File: src/rtl/bin2bcd_hex_feeder.sv
// bin2bcd_hex_feeder: double-dabble binary-to-BCD converter that pushes six digits into the hex display block.
// Define HEX_BYPASS_EN to let VALUE writes with bit 31 set push writeData[23:0] without conversion.
module bin2bcd_hex_feeder #(
    parameter int BIN_WIDTH = 20,
    parameter int DIGITS    = 6
) (
    input  logic        clk,
    input  logic        rst,
    input  logic        chipSelect,
    input  logic        write,
    input  logic        read,
    input  logic        address,
    input  logic [31:0] writeData,
    output logic [31:0] readData,
    output logic        hexChipSelect,
    output logic        hexWrite,
    output logic [31:0] hexWriteData
);
    localparam int BW = 4 * DIGITS;
    localparam int CW = $clog2(BIN_WIDTH + 1);
    localparam logic [31:0] MAXV = 32'(10 ** DIGITS - 1);
`ifdef HEX_BYPASS_EN
    localparam int PW = 32;
`else
    localparam int PW = BIN_WIDTH;
`endif

    typedef enum logic [1:0] {IDLE, SHIFT, PUSH} state_t;
    state_t state, state_nx;

    logic [BIN_WIDTH-1:0] bin, last_val;
    logic [BW-1:0]        bcd, bcd_adj, load_bcd;
    logic [CW-1:0]        cnt;
    logic [PW-1:0]        pend_word, load_word;
    logic pending, overflow, done, ovf_cur;
    logic val_wr, stat_wr, stat_rd, load, byp, last_iter, unused_bits;

    assign val_wr    = chipSelect & write & ~address;
    assign stat_wr   = chipSelect & write & address;
    assign stat_rd   = chipSelect & read & address;
    assign last_iter = (state == SHIFT) && (cnt == CW'(BIN_WIDTH));

`ifdef HEX_BYPASS_EN
    // a bypass load pre-fills the digits and a finished counter, so SHIFT lasts one cycle
    assign byp         = load_word[31];
    assign load_bcd    = byp ? load_word[BW-1:0] : '0;
    assign unused_bits = ^load_word[30:BW];
`else
    assign byp         = 1'b0;
    assign load_bcd    = '0;
    assign unused_bits = ^writeData[31:BIN_WIDTH];
`endif

    always_ff @(posedge clk or negedge rst) begin
        if (!rst) state <= IDLE;
        else      state <= state_nx;
    end

    always_comb begin
        state_nx  = state;
        load      = 1'b0;
        load_word = writeData[PW-1:0];
        case (state)
            IDLE: begin
                state_nx = val_wr ? SHIFT : IDLE;
                load     = val_wr;
            end
            SHIFT: state_nx = last_iter ? PUSH : SHIFT;
            default: begin
                state_nx  = (val_wr || pending) ? SHIFT : IDLE;
                load      = val_wr || pending;
                load_word = val_wr ? writeData[PW-1:0] : pend_word;
            end
        endcase
    end

    always_comb begin
        bcd_adj = bcd;
        for (int i = 0; i < DIGITS; i++)
            bcd_adj[4*i +: 4] = (bcd[4*i +: 4] >= 4'd5) ? bcd[4*i +: 4] + 4'd3 : bcd[4*i +: 4];
    end

    always_ff @(posedge clk or negedge rst) begin
        if (!rst) begin
            bin           <= '0;
            bcd           <= '0;
            cnt           <= '0;
            ovf_cur       <= 1'b0;
            pend_word     <= '0;
            pending       <= 1'b0;
            overflow      <= 1'b0;
            done          <= 1'b0;
            last_val      <= '0;
            hexChipSelect <= 1'b0;
            hexWrite      <= 1'b0;
            hexWriteData  <= '0;
        end else begin
            if (val_wr) last_val <= writeData[BIN_WIDTH-1:0];
            if (load) begin
                bin     <= load_word[BIN_WIDTH-1:0];
                bcd     <= load_bcd;
                cnt     <= byp ? CW'(BIN_WIDTH) : '0;
                ovf_cur <= ~byp && (32'(load_word[BIN_WIDTH-1:0]) > MAXV);
            end else if (state == SHIFT && !last_iter) begin
                {bcd, bin} <= {bcd_adj, bin} << 1;
                cnt        <= cnt + 1'b1;
            end
            if (state == SHIFT && val_wr) begin
                pending   <= 1'b1;
                pend_word <= writeData[PW-1:0];
            end else if (state == PUSH) begin
                pending <= 1'b0;
            end
            hexChipSelect <= last_iter;
            hexWrite      <= last_iter;
            if (last_iter) hexWriteData <= 32'(ovf_cur ? {DIGITS{4'hE}} : bcd);
            done     <= (state == PUSH) || (done && !(stat_rd || stat_wr));
            overflow <= (state == PUSH) ? ovf_cur : overflow && !stat_wr;
        end
    end

    assign readData = !(chipSelect && read) ? 32'h0
                    : address ? {28'h0, done, overflow, pending, state != IDLE}
                    : 32'(last_val);
endmodule

File: config.mk
export PLATFORM = sky130hd
export DESIGN_NAME = bin2bcd_hex_feeder
export DESIGN_NICKNAME = d
export VERILOG_FILES = /design/src/rtl/bin2bcd_hex_feeder.sv
export SDC_FILE = /design/constraint.sdc
export NUM_CORES = 1
export LEC_CHECK = 0
export CELL_PAD_IN_SITES_DETAIL_PLACEMENT = 0
export CELL_PAD_IN_SITES_GLOBAL_PLACEMENT = 2
export CORE_AREA = 2 2 138 140
export CTS_BUF_LIST = sky130_fd_sc_hd__clkbuf_16
export CTS_CLUSTER_SIZE = 16
export DETAILED_ROUTE_END_ITERATION = 8
export DIE_AREA = 0 0 140 142
export HOLD_SLACK_MARGIN = 0.06
export PLACE_DENSITY_LB_ADDON = 0.1
export SETUP_SLACK_MARGIN = 0.05
export SYNTH_ARGS = -nofsm -noshare
export SYNTH_HDL_FRONTEND = slang
export SYNTH_SLANG_ARGS = --single-unit
File: constraint.sdc
create_clock -name clk -period 2 [get_ports clk]
set_input_delay 0.5 -clock clk [delete_from_list [all_inputs] [get_ports clk]]
set_output_delay 0.5 -clock clk [all_outputs]
set_load 0.05 [all_outputs]
# Word level (Yosys, flattened, before mapping)
# Index checks and enable logic that the tools add are counted.
[op_classes]
n_lt_le_gt_ge = 7
add_sub_neg = 7
n_bitwise = 6
n_reduce_logical = 17
n_mux = 25
n_eq_ne = 3
[ops]
columns = ["operator", "n"]
rows = [
  ["$mux W20", 6],
  ["$mux W24", 3],
  ["$ge A4 B3 Y1 const B", 6],
  ["$add A4 B2 Y4 const B", 5],
  ["$gt A20 B20 Y1 const B", 1],
  ["$mux W4", 5],
  ["$mux W5", 2],
  ["$logic_and A1 B1 Y1", 6],
  ["$reduce_bool A2 Y1", 3],
  ["$add A5 B1 Y5 const B", 1],
  ["$and A1 B1 Y1", 5],
  ["$eq A5 B5 Y1 const B", 1],
  ["$mux W1", 5],
  ["$pmux W2 S2", 1],
  ["$add A3 B2 Y3 const B", 1],
  ["$logic_not A1 Y1", 3],
  ["$logic_or A1 B1 Y1", 3],
  ["$mux W3", 1],
  ["$eq A2 B1 Y1 const B", 1],
  ["$eq A2 B2 Y1 const B", 1],
  ["$logic_not A2 Y1", 1],
  ["$mux W2", 1],
  ["$pmux W1 S2", 1],
  ["$reduce_or A2 Y1", 1],
  ["$not A1 Y1", 1],
]
[totals]
out_inout_bits = 66
ff_bits = 128

# Logic depth before layout (Yosys ltp)
# Gate-level depths: netlist (run 1).
[logic_depth]
ltp_word = 6
ltp_mapped = 8
mapped_depth_nobuf = 7

# Least setup slack after synthesis (run 1)
# OpenSTA, ideal clock, no wires.
[synth_timing]
path_type = "in2out"
from = "input port address"
to = "output port readData[0]"
arrival_ns = 1.852
stages = 3
path_buffers = 1
t_required_ns = 1.500
slack_ns = -0.352
cell_sequence = "buf_6 -> nor2_1 -> a211oi_1"
[synth_between]
elab_chain_len = 2
[synth_lines]
columns = ["item", "line_no", "rtl"]
rows = [
  ["start: declaration", "12", "input logic address,"],
  ["$mux W20", "123", ": address ? {28'h0, done, overflow, pending, state != IDLE}"],
  ["$mux W20", "122", "assign readData = !(chipSelect && read) ? 32'h0"],
  ["end: declaration", "14", "output logic [31:0] readData,"],
]
# Every way passes these cells.

# Worst setup path after layout (run 1)
[layout_timing]
from = "input port address"
to = "output port readData[19]"
# The elaborated chain is that of the path after synthesis.

==> results of run 1 <==
==> metal layers <==
layer  vias to the layer above  global-route usage, %  wire length [um]
met2                        76                   27.4              7380
met4                         0                   6.22               279
li1                       2181                      -                 -
met1                      2220                   18.8              6460
met5                         -                      0                 0
met3                        22                   3.36               416
==> sequential cells by signal (all words and copies together), names as in the netlist <==
signal,flops
hexWrite,1
cnt,5
state,2
done,1
pending,1
pend_word,20
hexWriteData,24
last_val,20
overflow,1
ovf_cur,1
bin,20
bcd,24
==> path summary, 6_finish.rpt <==
kind	startpoint	to	slack, ps	cells past startpoint
worst max-delay path	address	readData[19]	110	6
worst min-delay path	read	done$_DFF_PN0_	420	4
worst max register to register	cnt[0]$_DFFE_PN0P_	bcd[16]$_DFFE_PN0P_	230	7
worst min register to register	last_val[16]$_DFFE_PN0P_	last_val[16]$_DFFE_PN0P_	470	2
max in group asynchronous	rst	hexWriteData[7]$_DFFE_PN0P_	920	3
min in group asynchronous	rst	hexWrite$_DFF_PN0_	480	2
==> power by group through the flow <==
stage	clock [mW]	combinational [mW]	sequential (mW)
after floorplan	0	2.80	4.77
after global placement	0	4.87	4.12
after detailed placement	0	4.95	4.14
after CTS	3.25	4.98	4.10
after global routing	3.36	5.38	4.25
final	3.17	4.88	4.09
==> cells by family after synthesis <==
kind of cell    count (synthesis)  share of synthesized area [%]
compound gates                 95                           10.8
xor+xnor                       14                           2.07
fa+ha+maj                      14                           2.95
buf+inv                        81                           7.17
flops                         120                           50.6
mux                            62                           11.0
other cells                     1                         0.0632
simple gates                  203                           15.4
==> through the flow <==
stage	area (sq um)	utilization (%)	worst slack, ps	setup TNS [ps]
detailed placement	7250	39.3	-409	-21860
floorplan	6030	-	119	0
global placement	7250	39.3	-393	-22130
finish	7900	42.8	105	0
global route	7900	42.8	52.2	0
CTS	7900	42.8	78.1	0
==> worst register-to-register path: stages (launching register included) <==
cell and delay, ps:
dfrtp_1 400, inv_1 60, ha_1 220, nand4b_4 100, buf_4 220, nand2_1 130
buf_4 230, o32ai_1 310
==> final cells by class <==
type                       instances  area [sq um]
fill                            1800         10600
tap                              234           293
clock buffer                      17           425
clock inverter                    15           185
sequential                       120          3000
inverter                          29           109
multi-input combinational        408          2630
timing repair buffer             116          1250
==> what timing repair did <==
item | CTS | global route
gates resized for setup | 28 | 0
endpoints found under the setup margin | 20 | 0
hold buffers | 1 | 0
endpoints found under the hold margin | 9 | 0
==> layout by cell type, fill, tap and decap left out, types with 17 or more instances in the layout <==
master           netlist  final
nand2_1               92     91
inv_1                 28     29
mux2i_1               36     36
clkbuf_16              0     17
clkdlybuf4s50_1        0     21
dfrtp_1              120    119
conb_1                 1     20
buf_4                 21     62
buf_12                 0     26
nor2_1                59     57
o21ai_0               18     18
mux2_2                26     26
a21oi_1               25     25
==> flow_summary.yaml, run 1 <==
place:
  io_buffers: 71
  gp_congestion: 0.756
  dp_cells: 905
  dpl.hpwl_mm: 10.2
detailed_routing:
  drtPass1Iterations: 8
  viasPerCell: 4.79
  vias: 4499
  drtIter0Drc: 201
  wl_per_cell_um: 15.5
  drc: 1
  routed_wl_mm: 14.5
  antenna_left: 0
timing:
  hold_viol: 0
  skew_ps: 7.50
  hold_slack_ps: 421
  drv_slew: 0
  rsz0062_at_grt: "false"
  finalSetupViolCount: 0
  fin_crit_ps: 1890
  fmax_mhz: 528
  fin_crit_sh_pct: 94.7
logic_synthesis:
  ys_seq_area_share_pct: 50.6
  async_reset_ff_share_pct: 100
  synth-edff-count: 0
  synth_area_leaders: "dfrtp_1 51%, mux2i_1 6.1%, nand2_1 5.8%"
  synth_cell_types: 47
  syn_area_sq_mm: 0.00594
  syn_inst: 590
  postSynthAreaPerCell_sq_um: 10.1
  synth_commonest_cells: "120 x dfrtp_1, 92 x nand2_1, 59 x nor2_1"
  synth-seq-cells: 120
  yosysMostFrequentCell: "dfrtp_1"
  yosys_warnings: 0
  synth_top_area_share_pct: 50.6
  synth_top_cell_by_area: "dfrtp_1"
  ys.flop_type: "dfrtp_1"
floorplan:
  core-area_sq_mm: 0.0185
  rows: 50
  die_area_sq_mm: 0.0199
  io_pins: 104
  fp.dieH_um: 142
  initial_utilization_pct: 32.2
  die_w_um: 140
cts:
  cts.path.max_buffers: 2
  cts.clk_slew.worst_paths_ps: 60
  cts_made_buffers: 17
  h-tree-depth: 4
  insertion_delay_ps: 420
  cts_root_buf: "clkbuf_16"
  cts.sinks: 120
  post_cts_buffers: 0
  cts_tree: "done"
setup_path:
  crit_chain: "buf_2, buf_6, nor2_4, buf_6, and2_4, buf_12"
  critPathSlowestCell: "nor2_4"
  setup.worst_path.class: "in -> out"
  crit_required_ps: 1500
  critPathMostFrequentCell: "buf_6"
  path_buf_inv: 4
  start_kind: "primary input"
  crit_family: "buffers and inverters"
  path_max_fanout: 8
  critPathMaxStageDelay_ps: 170
  crit_arrival_ps: 1390
  cp-end-kind: "output pin"
finish:
  drive_gt1_share_pct: 25.2
  antennaDiodeCount: 0
  final_nets: 744
  area_growth_pct: 33.0
  stdcell_count: 939
power_and_ir_drop:
  p_clk_share_pct: 26.1
  p_total_mw: 12.1
  p_switching_mw: 4.69
  powerDensity_mw_per_mm2: 1540
  pwr-share-seq_pct: 33.7
  comb_power_share_pct: 40.2
  vdd.ir_drop.worst_mv: 0.698
  p_leak_nw: 3.77
  p_int_mw: 7.45
  sw_frac_of_total_pct: 38.7
outcome:
  violations: "DRC"
  outcome: "complete, but fails checks"
job:
  maxCapViolations: 0
global_route:
  grt_pass1_wl_mm: 24.2
  grt.total_usage_pct: 15.6
  grt_antenna_before_repair: 0
  grt_overflow: 0
  grt_max_degree: 45
  grt_pass1_vias: 4723
hold_path:
  min_path_type: "in -> reg"
No activity file was read; power rests on OpenSTA's default activity.
==> run 2, diff against run 1 <==
--- a/config.mk
+++ b/config.mk
@@ -13,6 +13,7 @@
 export DETAILED_ROUTE_END_ITERATION = 8
 export DIE_AREA = 0 0 140 142
 export HOLD_SLACK_MARGIN = 0.06
+export MAX_ROUTING_LAYER = met4
 export PLACE_DENSITY_LB_ADDON = 0.1
 export SETUP_SLACK_MARGIN = 0.05
 export SYNTH_ARGS = -nofsm -noshare
==> run 2 against run 1 <==
  * The run still ends with DRC left
  * Final cell count unchanged
  * Routed wire length barely moved
  * Maximum frequency hardly changed
  * Sequential cell count did not move
  * Clock skew barely moved
  * Largest power group unchanged
  * Highest routed layer unchanged
==> flow_summary.yaml, run 2 (same netlist as run 1, synthesis figures left out) <==
finish:
  nFillCells: 1800
  multi_input_area_sq_mm: 0.00263
  antennaDiodeCount: 0
  final_util_pct: 42.8
  final_common_cell: "dfrtp_1"
  reg_top3: "bcd (24), hexWriteData (24)"
  area_growth_pct: 33.0
  final_nets: 744
  drive_gt1_share_pct: 25.2
  ff_latch_area_sq_mm: 0.00300
  stdcell_count: 939
  layout_common_cells: "119 x dfrtp_1, 91 x nand2_1, 62 x buf_4"
setup_path:
  path_buf_inv: 4
  critPathMaxStageDelay_ps: 170
  setup.worst_path.class: "in -> out"
  ff2ff_setup_slack_ps: 230
  rr_worst_depth: 7
  critPathMostFrequentCell: "buf_6"
  critPathSlowestCell: "nor2_4"
  crit_family: "buffers and inverters"
  r2r_start: "cnt[0]$_DFFE_PN0P_"
  path_max_fanout: 8
  crit_chain: "buf_2, buf_6, nor2_4, buf_6, and2_4, buf_12"
  crit_required_ps: 1500
  cp-end-kind: "output pin"
  start_kind: "primary input"
  r2r_end: "bcd[16]$_DFFE_PN0P_"
  crit_arrival_ps: 1400
job:
  maxCapViolations: 0
timing:
  drv_slew: 0
  timing.final.ws_setup_ps: 105
  fin_crit_sh_pct: 94.8
  fin_crit_ps: 1900
  skew_ps: 7.48
  finalSetupViolCount: 0
  rsz0062_at_grt: "false"
  tns_ps: 0
  fmax_mhz: 528
  hold_viol: 0
floorplan:
  fp.dieH_um: 142
  rows: 50
  initial_utilization_pct: 32.2
  die_area_sq_mm: 0.0199
  io_pins: 104
  core-area_sq_mm: 0.0185
  die_w_um: 140
place:
  dpl.hpwl_mm: 10.2
  pre_cts_slack_ps: -409
  io_buffers: 71
  gp_congestion: 0.766
  dp_cells: 905
power_and_ir_drop:
  p_int_mw: 7.45
  comb_power_share_pct: 40.2
  vdd.ir_drop.worst_mv: 0.696
  p_total_mw: 12.1
  p_clk_share_pct: 26.1
  sw_frac_of_total_pct: 38.7
  p_switching_mw: 4.69
  p_leak_nw: 3.77
  pwr-share-seq_pct: 33.7
  powerDensity_mw_per_mm2: 1540
cts:
  cts_tree: "done"
  insertion_delay_ps: 410
  h-tree-depth: 4
  cts.path.max_buffers: 2
  cts_root_buf: "clkbuf_16"
  cts.clk_slew.worst_paths_ps: 60
  cts.sinks: 120
  cts_made_buffers: 17
  post_cts_buffers: 0
detailed_routing:
  routed_wl_mm: 14.5
  viasPerCell: 4.80
  drc: 1
  drtIter0Drc: 208
  vias: 4505
  wl_per_cell_um: 15.5
  antenna_left: 0
  drtPass1Iterations: 8
global_route:
  grt_pass1_wl_mm: 24.2
  grt_pass1_vias: 4721
  grt_max_degree: 45
  grt_antenna_before_repair: 0
  grt.total_usage_pct: 16.1
  grt_overflow: 0
hold_path:
  min_path_type: "in -> reg"
  whs_path_depth: 4
  holdCritStartpoint: "read"
  hold_end: "done$_DFF_PN0_"
outcome:
  outcome: "complete, but fails checks"
  violations: "DRC"
## run 2: cell counts in the layout (fill, tap and decap cells not counted)
Identical to the previous run, type by type.
## run 2: power groups by stage
stage / Combinational (mW) / Sequential [mW] / Clock, mW
finish: 4.89 / 4.09 / 3.17
global placement: 4.87 / 4.12 / 0
detailed placement: 4.95 / 4.14 / 0
floorplan: 2.80 / 4.77 / 0
global route: 5.38 / 4.25 / 3.36
CTS: 4.98 / 4.10 / 3.25
## run 2: routing by layer
metal / vias up / global-route usage, % / wire [um]
met5: - / - / 0
met4: 0 / 6.22 / 244
met3: 24 / 3.23 / 395
met2: 80 / 27.4 / 7420
met1: 2219 / 18.9 / 6480
li1: 2182 / - / -
## run 2: final cells by class
| cell class | count | share of cell area (%) |
|---|---|---|
| Clock inverter | 15 | 2.34 |
| Inverter | 29 | 1.38 |
| Multi-Input combinational cell | 408 | 33.3 |
| Sequential cell | 120 | 38.0 |
| Timing Repair Buffer | 116 | 15.9 |
| Clock buffer | 17 | 5.39 |
| Tap cell | 234 | 3.71 |
## run 2: worst max path at each step
stage | start | to | slack (ps) | cells after the start
floorplan | address | readData[0] | 120 | 3
global placement | address | readData[19] | -390 | 6
detailed placement | address | readData[19] | -410 | 6
CTS | address | readData[19] | 80 | 6
global route | state[1]$_DFF_PN0_ | readData[0] | 50 | 3
finish | address | readData[19] | 100 | 6
## run 2: worst reg2reg max path, stage by stage, from the launching register on
cell      delay, ps
dfrtp_1         400
inv_1            60
ha_1            220
nand4b_4        100
buf_4           220
nand2_1         130
buf_4           230
o32ai_1         310
## run 2: repair_timing
item                       CTS  global route
hold buffers                 1             0
setup endpoints to repair   20             0
gates resized for setup     28             0
hold endpoints to repair     9             0
## run 2: per-stage QoR
stage | cell area (sq um) | hold slack (ps)
floorplan | 6030 | 204
global placement | 7250 | 367
finish | 7900 | 422
detailed placement | 7250 | 366
global route | 7900 | 459
CTS | 7900 | 407
